===== src/rtl/mux4_ctrl_pkg.sv =====
// mux4_ctrl_pkg
// Shared definitions for the round-robin 4:1 mux arbiter: requester count,
// select width, FSM state encoding and the round-robin pick function.
// No ports; imported by the interface and the arbiter top.
package mux4_ctrl_pkg;

   localparam int NUM_REQ = 4;
   localparam int SEL_W   = 2;

   typedef enum logic {
      ST_IDLE = 1'b0,
      ST_BUSY = 1'b1
   } state_t;

   // Rotate the request vector so the search starts at ptr, then take the
   // first set bit. Walking the offsets from high to low lets the smallest
   // offset overwrite the result last, so it wins. With no request set the
   // result is ptr, which callers ignore because they gate on |req.
   function automatic logic [SEL_W-1:0] rr_pick(input logic [NUM_REQ-1:0] req,
                                                input logic [SEL_W-1:0]   ptr);
      logic [SEL_W-1:0] idx;
      rr_pick = ptr;
      for (int k = NUM_REQ - 1; k >= 0; k--) begin
         idx = ptr + SEL_W'(k);
         if (req[idx]) begin
            rr_pick = idx;
         end
      end
   endfunction

endpackage


===== src/rtl/mux4_rr_arbiter_if.sv =====
// mux4_rr_arbiter_if
// Bundles the requester side and the consumer side of the shared mux.
//   req       : per-requester request, held while in<i> carries valid data
//   in0..in3  : requester data words
//   out_ready : consumer accepts a word this cycle
//   gnt       : one-hot grant, zero when idle
//   s         : registered mux select
//   out       : selected data word
//   out_valid : word on out is valid
// Modports: master drives requests/data/ready, slave is the arbiter.
interface mux4_rr_arbiter_if
   import mux4_ctrl_pkg::*;
#(
   parameter int WIDTH = 16
);

   logic [NUM_REQ-1:0] req;
   logic [WIDTH-1:0]   in0;
   logic [WIDTH-1:0]   in1;
   logic [WIDTH-1:0]   in2;
   logic [WIDTH-1:0]   in3;
   logic               out_ready;
   logic [NUM_REQ-1:0] gnt;
   logic [SEL_W-1:0]   s;
   logic [WIDTH-1:0]   out;
   logic               out_valid;

   modport master (
      output req, in0, in1, in2, in3, out_ready,
      input  gnt, s, out, out_valid
   );

   modport slave (
      input  req, in0, in1, in2, in3, out_ready,
      output gnt, s, out, out_valid
   );

endinterface


===== src/rtl/mux4_rr_arbiter_mux4.sv =====
// mux4
// Single-bit 4:1 multiplexer cell, replicated per bit of the datapath.
//   s       : select
//   a,b,c,d : inputs for select 0..3
//   y       : selected bit
module mux4 (
   input  logic [1:0] s,
   input  logic       a,
   input  logic       b,
   input  logic       c,
   input  logic       d,
   output logic       y
);

   // Plain combinational select; every branch assigns y.
   always_comb begin
      case (s)
         2'd0:    y = a;
         2'd1:    y = b;
         2'd2:    y = c;
         default: y = d;
      endcase
   end

endmodule


===== src/rtl/mux4_rr_arbiter.sv =====
// mux4_rr_arbiter
// Round-robin arbiter and sequencer for a shared 4:1 datapath mux. Grants one
// requester at a time for at most MAX_BURST beats, drives the registered
// select, and presents the selected word with a valid/ready handshake.
//   clk   : rising-edge clock
//   rst_n : asynchronous active-low reset
//   bus   : slave side of mux4_rr_arbiter_if (req, in0..in3, out_ready in;
//           gnt, s, out, out_valid out)
module mux4_rr_arbiter
   import mux4_ctrl_pkg::*;
#(
   parameter int WIDTH     = 16,
   parameter int MAX_BURST = 4
) (
   input  logic              clk,
   input  logic              rst_n,
   mux4_rr_arbiter_if.slave  bus
);

   localparam int CNT_W = $clog2(MAX_BURST) + 1;

   state_t             state;
   logic [NUM_REQ-1:0] gnt_q;
   logic [SEL_W-1:0]   s_q;
   logic [SEL_W-1:0]   ptr;
   logic [CNT_W-1:0]   cnt;

   logic [SEL_W-1:0]   pick;
   logic               owner_req;
   logic               xfer;
   logic               release_now;

   // Valid comes only from the state and the owner's request, never from
   // out_ready, so there is no combinational ready-to-valid path. A burst
   // ends either on its last beat or as soon as the owner withdraws.
   assign pick        = rr_pick(bus.req, ptr);
   assign owner_req   = bus.req[s_q];
   assign bus.out_valid = (state == ST_BUSY) && owner_req;
   assign xfer        = bus.out_valid && bus.out_ready;
   assign release_now = !owner_req || (xfer && (cnt == CNT_W'(MAX_BURST - 1)));

   assign bus.gnt = gnt_q;
   assign bus.s   = s_q;

   // Grant FSM. The select is held across release so that out keeps showing
   // the last owner's word while idle; the pointer moves one past the
   // released owner so it gets lowest priority at the next pick.
   always_ff @(posedge clk or negedge rst_n) begin
      if (!rst_n) begin
         state <= ST_IDLE;
         gnt_q <= '0;
         s_q   <= '0;
         ptr   <= '0;
         cnt   <= '0;
      end else begin
         case (state)
            ST_IDLE: begin
               if (|bus.req) begin
                  s_q   <= pick;
                  gnt_q <= NUM_REQ'(1) << pick;
                  cnt   <= '0;
                  state <= ST_BUSY;
               end
            end
            ST_BUSY: begin
               if (release_now) begin
                  state <= ST_IDLE;
                  gnt_q <= '0;
                  ptr   <= s_q + SEL_W'(1);
                  cnt   <= '0;
               end else if (xfer) begin
                  cnt <= cnt + CNT_W'(1);
               end
            end
         endcase
      end
   end

   // Bit-sliced datapath built from the shared mux4 cell.
   for (genvar b = 0; b < WIDTH; b++) begin : g_slice
      mux4 u_mux (
         .s (s_q),
         .a (bus.in0[b]),
         .b (bus.in1[b]),
         .c (bus.in2[b]),
         .d (bus.in3[b]),
         .y (bus.out[b])
      );
   end

endmodule


===== src/flat_wrapper.sv =====
// flat-port wrapper written by rule: the top's interface ports become plain ports
module mux4_rr_arbiter_flat import mux4_ctrl_pkg::*;
#(
   parameter int WIDTH     = 16,
   parameter int MAX_BURST = 4
)
  (clk, rst_n, bus_req, bus_in0, bus_in1, bus_in2, bus_in3, bus_out_ready, bus_gnt, bus_s, bus_out, bus_out_valid);
  mux4_rr_arbiter_if #(.WIDTH(WIDTH)) bus_i ();
  input  logic clk;
  input  logic rst_n;
  input wire logic [$bits(bus_i.req)-1:0] bus_req;
  input wire logic [$bits(bus_i.in0)-1:0] bus_in0;
  input wire logic [$bits(bus_i.in1)-1:0] bus_in1;
  input wire logic [$bits(bus_i.in2)-1:0] bus_in2;
  input wire logic [$bits(bus_i.in3)-1:0] bus_in3;
  input wire logic [$bits(bus_i.out_ready)-1:0] bus_out_ready;
  output wire logic [$bits(bus_i.gnt)-1:0] bus_gnt;
  output wire logic [$bits(bus_i.s)-1:0] bus_s;
  output wire logic [$bits(bus_i.out)-1:0] bus_out;
  output wire logic [$bits(bus_i.out_valid)-1:0] bus_out_valid;
  assign bus_i.req = bus_req;
  assign bus_i.in0 = bus_in0;
  assign bus_i.in1 = bus_in1;
  assign bus_i.in2 = bus_in2;
  assign bus_i.in3 = bus_in3;
  assign bus_i.out_ready = bus_out_ready;
  assign bus_gnt = bus_i.gnt;
  assign bus_s = bus_i.s;
  assign bus_out = bus_i.out;
  assign bus_out_valid = bus_i.out_valid;
  mux4_rr_arbiter #(.WIDTH(WIDTH), .MAX_BURST(MAX_BURST)) u_core (.clk(clk), .rst_n(rst_n), .bus(bus_i));
endmodule

===== config.mk =====
export PLATFORM = sky130hd
export DESIGN_NAME = mux4_rr_arbiter_flat
export DESIGN_NICKNAME = d
export VERILOG_FILES = /design/src/rtl/mux4_ctrl_pkg.sv /design/src/rtl/mux4_rr_arbiter_if.sv /design/src/rtl/mux4_rr_arbiter_mux4.sv /design/src/rtl/mux4_rr_arbiter.sv /design/src/flat_wrapper.sv
export SDC_FILE = /design/constraint.sdc
export NUM_CORES = 1
export LEC_CHECK = 0
export BUFFER_PORTS_ARGS = -buffer_cell sky130_fd_sc_hd__buf_2
export CORE_ASPECT_RATIO = 0.5
export CORE_MARGIN = 2
export CORE_UTILIZATION = 43
export CTS_CLUSTER_SIZE = 30
export DETAILED_ROUTE_END_ITERATION = 12
export GPL_ROUTABILITY_DRIVEN = 0
export HOLD_SLACK_MARGIN = 0.12
export PLACE_DENSITY = 0.86
export SYNTH_ARGS = -nofsm -noshare
export SYNTH_HDL_FRONTEND = slang
export SYNTH_SLANG_ARGS = --single-unit

===== constraint.sdc =====
create_clock -name clk -period 3.3 [get_ports clk]
set_clock_uncertainty 0.15 [all_clocks]
set_input_delay 0.33 -clock clk [delete_from_list [all_inputs] [get_ports clk]]
set_output_delay 0.33 -clock clk [all_outputs]
set_load 0.01 [all_outputs]

---- Yosys cells after proc, flatten, opt, wreduce, memory -nomap -nowiden ----
Cells that the tools add are included.
W data, S select, Z words.
operators by class
  magnitude comparators ................... 5
  reductions and logical operators ........ 11
  equality and inequality tests ........... 6
  multiplexer cells ....................... 40
  bitwise logic cells ..................... 1
  shift operators ......................... 1
  $add $sub $neg .......................... 5
operators by type and width
  cell                   number
  $pmux W1 S3            16
  $lt A2 B3 Y1 const B   5
  $bmux W1 S2            5
  $mux W3                3
  $mux W2                4
  $mux W4                2
  $pmux W4 S2            1
  $reduce_and A2 Y1      4
  $mux W1                7
  $pmux W3 S2            1
  $add A2 B1 Y2 const B  2
  $add A2 B2 Y2 const B  2
  $reduce_or A4 Y1       1
  $shl A1 B2 Y4 const A  1
  $add A3 B1 Y3 const B  1
  $eq A3 B2 Y1 const B   1
  $logic_and A1 B1 Y1    3
  $ne A3 B3 Y1 const B   1
  $eq A2 B1 Y1 const B   1
  $eq A2 B2 Y1 const B   1
  $logic_not A2 Y1       1
  $ne A2 B1 Y1 const B   1
  $ne A2 B2 Y1 const B   1
  $pmux W1 S2            1
  other kinds (3)        3
word-level totals
  register bits after elaboration ......... 12
  word-level logic and storage cells ...... 74

---- Longest topological paths before layout ----
Gate-level depths: netlist of run 1.
  depth in word-level cells ............... 10
  mapped depth ............................ 6

---- Modules after synthesis ----
Synthesis of run 1 repeated with hierarchy kept, for this count alone.
second synthesis, totals
  cell total of the unflattened synthesis .. 80
  area total of the unflattened synthesis .. 1039.7 sq um
by module, submodules not included
  module           cells an instance  seq. area each (sq um)  times used  area each (sq um)
  mux4_rr_arbiter  64                 300.3                   1           679.4
  mux4             1                  0.0                     16          22.5

---- Least setup slack after synthesis of run 1 ----
OpenSTA, ideal clock, no wires.
  path kind ............................... flip-flop to output port
  from .................................... register u_core.s_q[0] (netlist: u_core.bus.s[0])
  to ...................................... output port bus_out[10]
  setup slack ............................. 1172 ps
  arrival time ............................ 1648 ps
  cell stages (with the launch flop) ...... 6
  buffers on the path ..................... 3
  required time ........................... 2820 ps
  path through ............................ dfrtp_1 -> ha_1 -> buf_2 -> buf_1 -> mux2i_1 -> buf_4
between the ends
  cells in the longest elaborated chain, start to end .. 2
ends and longest elaborated chain
  item                                        RTL line                    text
  start, declared                             mux4_rr_arbiter.sv:24       logic [SEL_W-1:0] s_q;
  start signal, assigned                      mux4_rr_arbiter.sv:59       s_q <= pick;
  $eq A2 B2 Y1, or another cell as far along  mux4_rr_arbiter_mux4.sv:17  case (s)
  $pmux W1 S3 *                               mux4_rr_arbiter_mux4.sv:17
  end, declared                               flat_wrapper.sv:19          output wire logic [$bits(bus_i.out)-1:0] bus_out;
Every way passes the cells marked *; elsewhere a longest branch is shown, timed or not.

---- Final worst setup path of run 1 ----
  from .................................... register u_core.s_q[1] (netlist: u_core.bus.s[1])
  to ...................................... output port bus_out[12]
The elaborated chain is that of the path after synthesis.

==> metrics.yaml, run 1 <==
grt:
  antenna_found_initial: 0
  grt_pass1_vias: 1315
  grt_pass1_wl_um: 5510
  grt_use_met3_pct: 3.04
  grt_overflow: 0
  grt_util_all_layers_pct: 20.2
  gr-max-usage-layer: "met2"
  use_met2_pct: 39.3
  grt_max_degree: 17
  use_met1_pct: 23.5
logic_synthesis:
  synth.avg_cell_area_um2: 9.13
  yosysSeqAreaShare_pct: 24.9
  ys_types: 32
  yosysTopAreaCellShare_pct: 24.9
  async_reset_ff_share_pct: 100
  syn_inst: 132
  synthTopCellsByArea: "dfrtp_1 (25%), a222oi_1 (13%), mux2i_1 (13%), buf_4 (10%), inv_1 (6.5%)"
  yosys_warnings: 0
  synth_top_family_by_area: "compound AO/OA/AOI/OAI gates"
  syn_area_um2: 1200
  synth-simple-area-share_pct: 8.83
  synth_xor_area_share_pct: 0
  synth_edf_count: 0
  syn-num-nets: 209
  synthMuxAreaShare_pct: 17.0
  synth_seq_cells: 12
  synth_compound_area_share_pct: 24.8
  synth_ff_type: "dfrtp_1"
  synth_fa_ha_area_share_pct: 6.23
  yosys.area.top_type: "dfrtp_1"
drt:
  first_pass_iters: 4
  ant_nets: 0
  first_iter_violations: 109
  vias_per_cell: 5.28
  via_count: 1298
  routed_wl_um: 3420
  wl_per_cell_um: 13.9
  remaining_drc_errors: 0
cells_and_area:
  seq_area_um2: 300
  final_area_um2: 1640
  mostFrequentLayoutCells: "buf_2 (93), inv_1 (21), a222oi_1 (16), mux2i_1 (16), dfrtp_1 (12)"
  antennaDiodeCount: 0
  multi_input_area_um2: 686
  layout.nets: 287
  final_common_cell: "buf_2"
  stdcell_count: 246
  layout-drive-gt1-share_pct: 50.2
  nFillCells: 228
  area_growth_pct: 36.2
floorplan:
  row_count: 13
  core_area_um2: 2640
  io_pins: 94
  die_h_um: 41.4
  start_util_pct: 45.7
  fp.dieArea_um2: 3270
  die_width_um: 78.9
power_and_ir_drop:
  switchingPower_w: 0.000600
  pwr-share-clk_pct: 11.8
  p_seq_share_pct: 19.3
  combinationalPowerShare_pct: 69.0
  ir_drop_uv: 375
  p_per_area_nw_per_um2: 821
  p_leak_nw: 0.922
  internal_power_w: 0.000748
  swShare_pct: 44.5
placed_design:
  dpl_cell_area_um2: 1580
  dp.cells: 241
  port_buffers: 93
  dpl.hpwl_um: 2680
clock_network:
  clock_latency_ps: 240
  cts_setup_buffers: 0
  clockRootBuffer: "clkbuf_8"
  cts_tree: "done"
  clk_pin_slew_worst_paths_ps: 60
  clock_sinks: 12
  cts_buffers: 3
  cts_max_level: 1
  cts_buffer_depth: 2
timing:
  relSlewSlack_pct: 39.0
  max_freq_mhz: 416
  period_needed_ps: 2410
  period_share_pct: 72.9
  setup_tns_ps: 0
  setup_viol: 0
  rsz0062_at_grt: "false"
  worst_pin_slew_ps: 914
  maxSlewViolCount: 0
  hold_viol: 0
worst_setup_path:
  critical_path_class: "reg2out"
  startpoint_type: "register"
  cp_max_fo: 16
  slowest_delay_ps: 490
  arrival_ps: 1930
  r2r_end: "u_core.bus.gnt[1]"
  r2r_start: "u_core.bus.s[1]"
  crit_family: "compound AO/OA/AOI/OAI gates"
  crit_slowest_cell: "a222oi_1"
  crit_chain: "inv_1 -> ha_1 -> a222oi_1 -> mux2i_1 -> buf_2"
  reg2reg_depth: 4
  endpoint_kind: "primary output"
  r2r_setup_slack_ps: 1310
  path_buf_inv: 2
  cp.required_ps: 2820
worst_hold_path:
  worstHoldPathType: "in2reg"
  min_to: "u_core.state"
  hold_depth: 3
  worstHoldStart: "bus_out_ready"
run:
  maxCapViolCount: 0
run_status:
  status: "finished clean"
## sequential cells by signal (all words and copies together), names as in the netlist
name	cells
u_core.state	1
u_core.ptr	2
u_core.bus.gnt	4
u_core.bus.s	2
u_core.cnt	3
## worst min-delay path, cell delays in order
cell and delay (ps):
buf_2 110, nand2_1 70, a21o_1 110
## logic make-up after synthesis
logic type / Yosys count
DFF: 12
AOI/OAI and AO/OA: 35
buffers and inverters: 42
and+or+nand+nor: 18
adders and majority gates: 6
muxes: 19
## per-stage QoR
stage / total power [W] / util (%) / worst slack [ps] / hold WS (ps)
6_report: 0.00135 / 62.3 / 894 / 273
5_1_grt: 0.00146 / 62.3 / 750 / 301
4_1_cts: 0.00136 / 62.3 / 879 / 276
3_5_place_dp: 0.00119 / 59.8 / 1150 / 74.6
3_3_place_gp: 0.00117 / 59.8 / 1150 / 64.2
2_1_floorplan: 0.00107 / - / 1170 / -116
## synthesized netlist by cell type (3+ instances only)
cell type,n
mux2i_1,16
nand2_1,3
inv_1,21
dfrtp_1,12
a22o_1,3
clkbuf_1,3
a222oi_1,16
ha_1,6
a21oi_1,4
buf_4,16
nor2_1,4
o21ai_0,4
## timing repair
action,in CTS,in global routing
hold buffers,1,0
hold endpoints to repair,12,0
gates resized for setup,0,0
## worst max-delay path by stage
stage | startpoint | end | slack (ps) | cells past startpoint
2_1_floorplan | u_core.bus.s[0] | bus_out[10] | 1170 | 5
3_3_place_gp | u_core.bus.s[1] | bus_out[12] | 1150 | 5
3_5_place_dp | u_core.bus.s[1] | bus_out[12] | 1150 | 5
4_1_cts | u_core.bus.s[0] | bus_out[5] | 880 | 3
5_1_grt | u_core.bus.s[0] | bus_out[4] | 750 | 3
6_report | u_core.bus.s[1] | bus_out[12] | 890 | 5
## power by group through the flow
stage | combinational [W] | sequential, W | clock, W
floorplan | 0.000803 | 0.000266 | 0
global placement | 0.000910 | 0.000259 | 0
detailed placement | 0.000928 | 0.000263 | 0
CTS | 0.000936 | 0.000260 | 0.000161
global route | 0.00102 | 0.000271 | 0.000170
finish | 0.000930 | 0.000260 | 0.000159
## layer usage
layer / wire [um] / part of all wire [%]
met5: 0 / 0
met4: 12 / 0.35
met3: 258 / 7.5
met2: 1770 / 52
met1: 1370 / 40
## final cells by class
cell class / instances / area share [%]
flip-flops and latches: 12 / 18.3
well taps: 37 / 2.82
inverters: 21 / 4.80
repair buffers: 94 / 29.0
clock buffers: 4 / 3.35
multi-input cells: 78 / 41.8
Power figures use the tool's default switching activity.
==> run 2: changes to the inputs <==
--- a/config.mk
+++ b/config.mk
@@ -5,15 +5,16 @@
 export SDC_FILE = /design/constraint.sdc
 export NUM_CORES = 1
 export LEC_CHECK = 0
+export ABC_AREA = 1
 export BUFFER_PORTS_ARGS = -buffer_cell sky130_fd_sc_hd__buf_2
 export CORE_ASPECT_RATIO = 0.5
 export CORE_MARGIN = 2
-export CORE_UTILIZATION = 43
+export CORE_UTILIZATION = 38
 export CTS_CLUSTER_SIZE = 30
 export DETAILED_ROUTE_END_ITERATION = 12
 export GPL_ROUTABILITY_DRIVEN = 0
 export HOLD_SLACK_MARGIN = 0.12
-export PLACE_DENSITY = 0.86
+export PLACE_DENSITY = 0.78
 export SYNTH_ARGS = -nofsm -noshare
 export SYNTH_HDL_FRONTEND = slang
 export SYNTH_SLANG_ARGS = --single-unit
==> constraint.sdc (replaced) <==
create_clock -name clk -period 2.04 [get_ports clk]
set_clock_uncertainty 0.15 [all_clocks]
set_input_delay 0.204 -clock clk [delete_from_list [all_inputs] [get_ports clk]]
set_output_delay 0.204 -clock clk [all_outputs]
set_load 0.01 [all_outputs]
==> run 2 against run 1 <==
Against the previous run: total power grew 110%; hold slack lost 45 ps; clock power grew 64%; register-to-register slack lost 990 ps; core utilization shrank 6.9 points; synthesized area grew 13%; design area grew 16%; global-route usage shrank 3.5 points; largest cell class unchanged.
==> metrics.yaml, run 2 <==
drt:
  via_count: 1666
  first_pass_iters: 4
  remaining_drc_errors: 0
  vias_per_cell: 4.87
  routed_wl_um: 3870
  wl_per_cell_um: 11.3
  ant_nets: 0
  first_iter_violations: 44
logic_synthesis:
  synth_edf_count: 0
  synth_ff_type: "dfrtp_1"
  synth.top_cells.by_count: "nand2_1 (64), a21oi_1 (19), o21ai_0 (18), a22o_1 (16), buf_4 (16)"
  yosys_warnings: 0
  async_reset_ff_share_pct: 100
  post-synth-top-count-cell: "nand2_1"
  synthTopCellsByArea: "dfrtp_1 (22%), nand2_1 (18%), a22o_1 (10%), buf_4 (8.8%), a21oi_1 (7.0%)"
  yosysTopAreaCellShare_pct: 22.0
  syn_inst: 211
  ys_types: 23
  yosys.area.top_type: "dfrtp_1"
  yosysSeqAreaShare_pct: 22.0
  synth_seq_cells: 12
  synth.avg_cell_area_um2: 6.46
  syn-num-nets: 288
  syn_area_um2: 1360
clock_network:
  clock_sinks: 12
  cts_buffer_depth: 2
  clk_pin_slew_worst_paths_ps: 50
  cts_tree: "done"
  cts_buffers: 3
  cts_max_level: 1
  clock_latency_ps: 240
  clockRootBuffer: "clkbuf_8"
power_and_ir_drop:
  p_per_area_nw_per_um2: 1510
  pwr-share-clk_pct: 9.0
  combinationalPowerShare_pct: 75.5
  switchingPower_w: 0.00146
  power_w: 0.00288
  p_seq_share_pct: 15.4
  internal_power_w: 0.00142
  swShare_pct: 50.5
  p_leak_nw: 1.06
  ir_drop_uv: 538
grt:
  grt_pass1_vias: 1356
  grt_pass1_wl_um: 5350
  grt_overflow: 0
  grt_util_all_layers_pct: 16.6
  antenna_found_initial: 0
  grt_max_degree: 33
worst_hold_path:
  worstHoldPathType: "in2async"
cells_and_area:
  final_area_um2: 1900
  layout.nets: 369
  layout-drive-gt1-share_pct: 43.0
  mostFrequentLayoutCells: "buf_2 (93), nand2_1 (64), a21oi_1 (17)"
  largest_reg_flops: 4
  antennaDiodeCount: 0
  final_util_pct: 55.4
  stdcell_count: 342
  final_common_cell: "buf_2"
  area_growth_pct: 39.6
timing:
  relSlewSlack_pct: 81.6
  setup_viol: 0
  maxSlewViolCount: 0
  max_freq_mhz: 503
  rsz0062_at_grt: "true"
  whs_ps: 228
  hold_viol: 0
  period_share_pct: 97.5
  period_needed_ps: 1990
  worst_pin_slew_ps: 275
placed_design:
  port_buffers: 93
  dpl.hpwl_um: 3000
  dp.cells: 331
  dpl_cell_area_um2: 1740
worst_setup_path:
  arrival_ps: 1630
  r2r_setup_slack_ps: 320
  crit_slowest_cell: "dfrtp_2"
  path_buf_inv: 3
  r2r_end: "u_core.bus.gnt[1]"
  crit_family: "flip-flops"
  r2r_start: "u_core.ptr[0]"
  startpoint_type: "register"
  endpoint_kind: "primary output"
  slowest_delay_ps: 430
  cp.required_ps: 1690
  crit_chain: "inv_4 -> ha_4 -> buf_4 -> a22o_1 -> a21oi_1 -> o21ai_1 -> buf_2"
  reg2reg_depth: 10
  cp_max_fo: 7
  critical_path_class: "reg2out"
run_status:
  status: "finished clean"
floorplan:
  core_area_um2: 3430
  io_pins: 94
  row_count: 15
  fp.dieArea_um2: 4110
  die_h_um: 46.3
  die_width_um: 88.7
  start_util_pct: 39.7
run:
  maxCapViolCount: 0
## run 2: changes by cell type in the layout (fill, tap and decap cells not counted), sizes merged, moves of 13 or more
cell,change
a222oi,-16
a21oi,+16
nand2,+65
mux2i,-16
o21ai,+22
a22o,+13
## run 2: worst max-delay path by stage
stage / startpoint / to / depth (start not counted)
after floorplan: u_core.bus.s[0] / bus_out[6] / 8
after global placement: u_core.bus.s[1] / bus_out[6] / 6
after detailed placement: u_core.bus.s[1] / bus_out[0] / 6
after CTS: u_core.bus.s[1] / bus_out[6] / 6
after global routing: u_core.bus.s[1] / bus_out[8] / 7
final: u_core.bus.s[1] / bus_out[1] / 7
## run 2: metrics by stage
stage,setup slack (ps),TNS (ps)
2_1_floorplan,87.5,0
3_3_place_gp,111,0
3_5_place_dp,37.5,0
4_1_cts,32.7,0
5_1_grt,-36.2,-204
6_report,51.2,0
## run 2: cell type report
cell class              count  area (um^2)
clock buffers               4         55.1
multi-input cells         155          871
flip-flops and latches     12          303
repair buffers            103          543
inverters                  17         66.3
well taps                  51         63.8
fillers                   344         1530
## run 2: logic make-up (layout without fill, tap and decap cells)
kind of cell,after synthesis,in the layout,share of synthesized area (%)
buffers and inverters,44,124,17.4
adders and majority gates,6,6,5.51
and+or+nand+nor,85,85,26.1
DFF,12,12,22.0
AOI/OAI and AO/OA,64,64,29.0
## run 2: power groups by stage
stage / clock (W) / combinational [W] / sequential, W
finish: 0.000260 / 0.00218 / 0.000445
detailed placement: 0 / 0.00200 / 0.000432
CTS: 0.000265 / 0.00209 / 0.000440
floorplan: 0 / 0.00174 / 0.000420
global placement: 0 / 0.00194 / 0.000425
global route: 0.000277 / 0.00244 / 0.000462
## run 2: what timing repair did
action | CTS | global route
hold endpoints to repair | 12 | 0
resized for setup | 7 | 9
hold buffers | 1 | 0
setup buffers | 0 | 6
endpoints found under the setup margin | 16 | 15
## run 2: metal layers
metal  track usage (%)  wire [um]  part of all wire [%]  up-vias
li1                  -          -                     -      851
met1              16.5       1550                    40      744
met2              35.2       2030                    52       62
met3              3.94        252                   6.5        9
met4              4.55         34                  0.88        0
met5                 0          0                     0        -
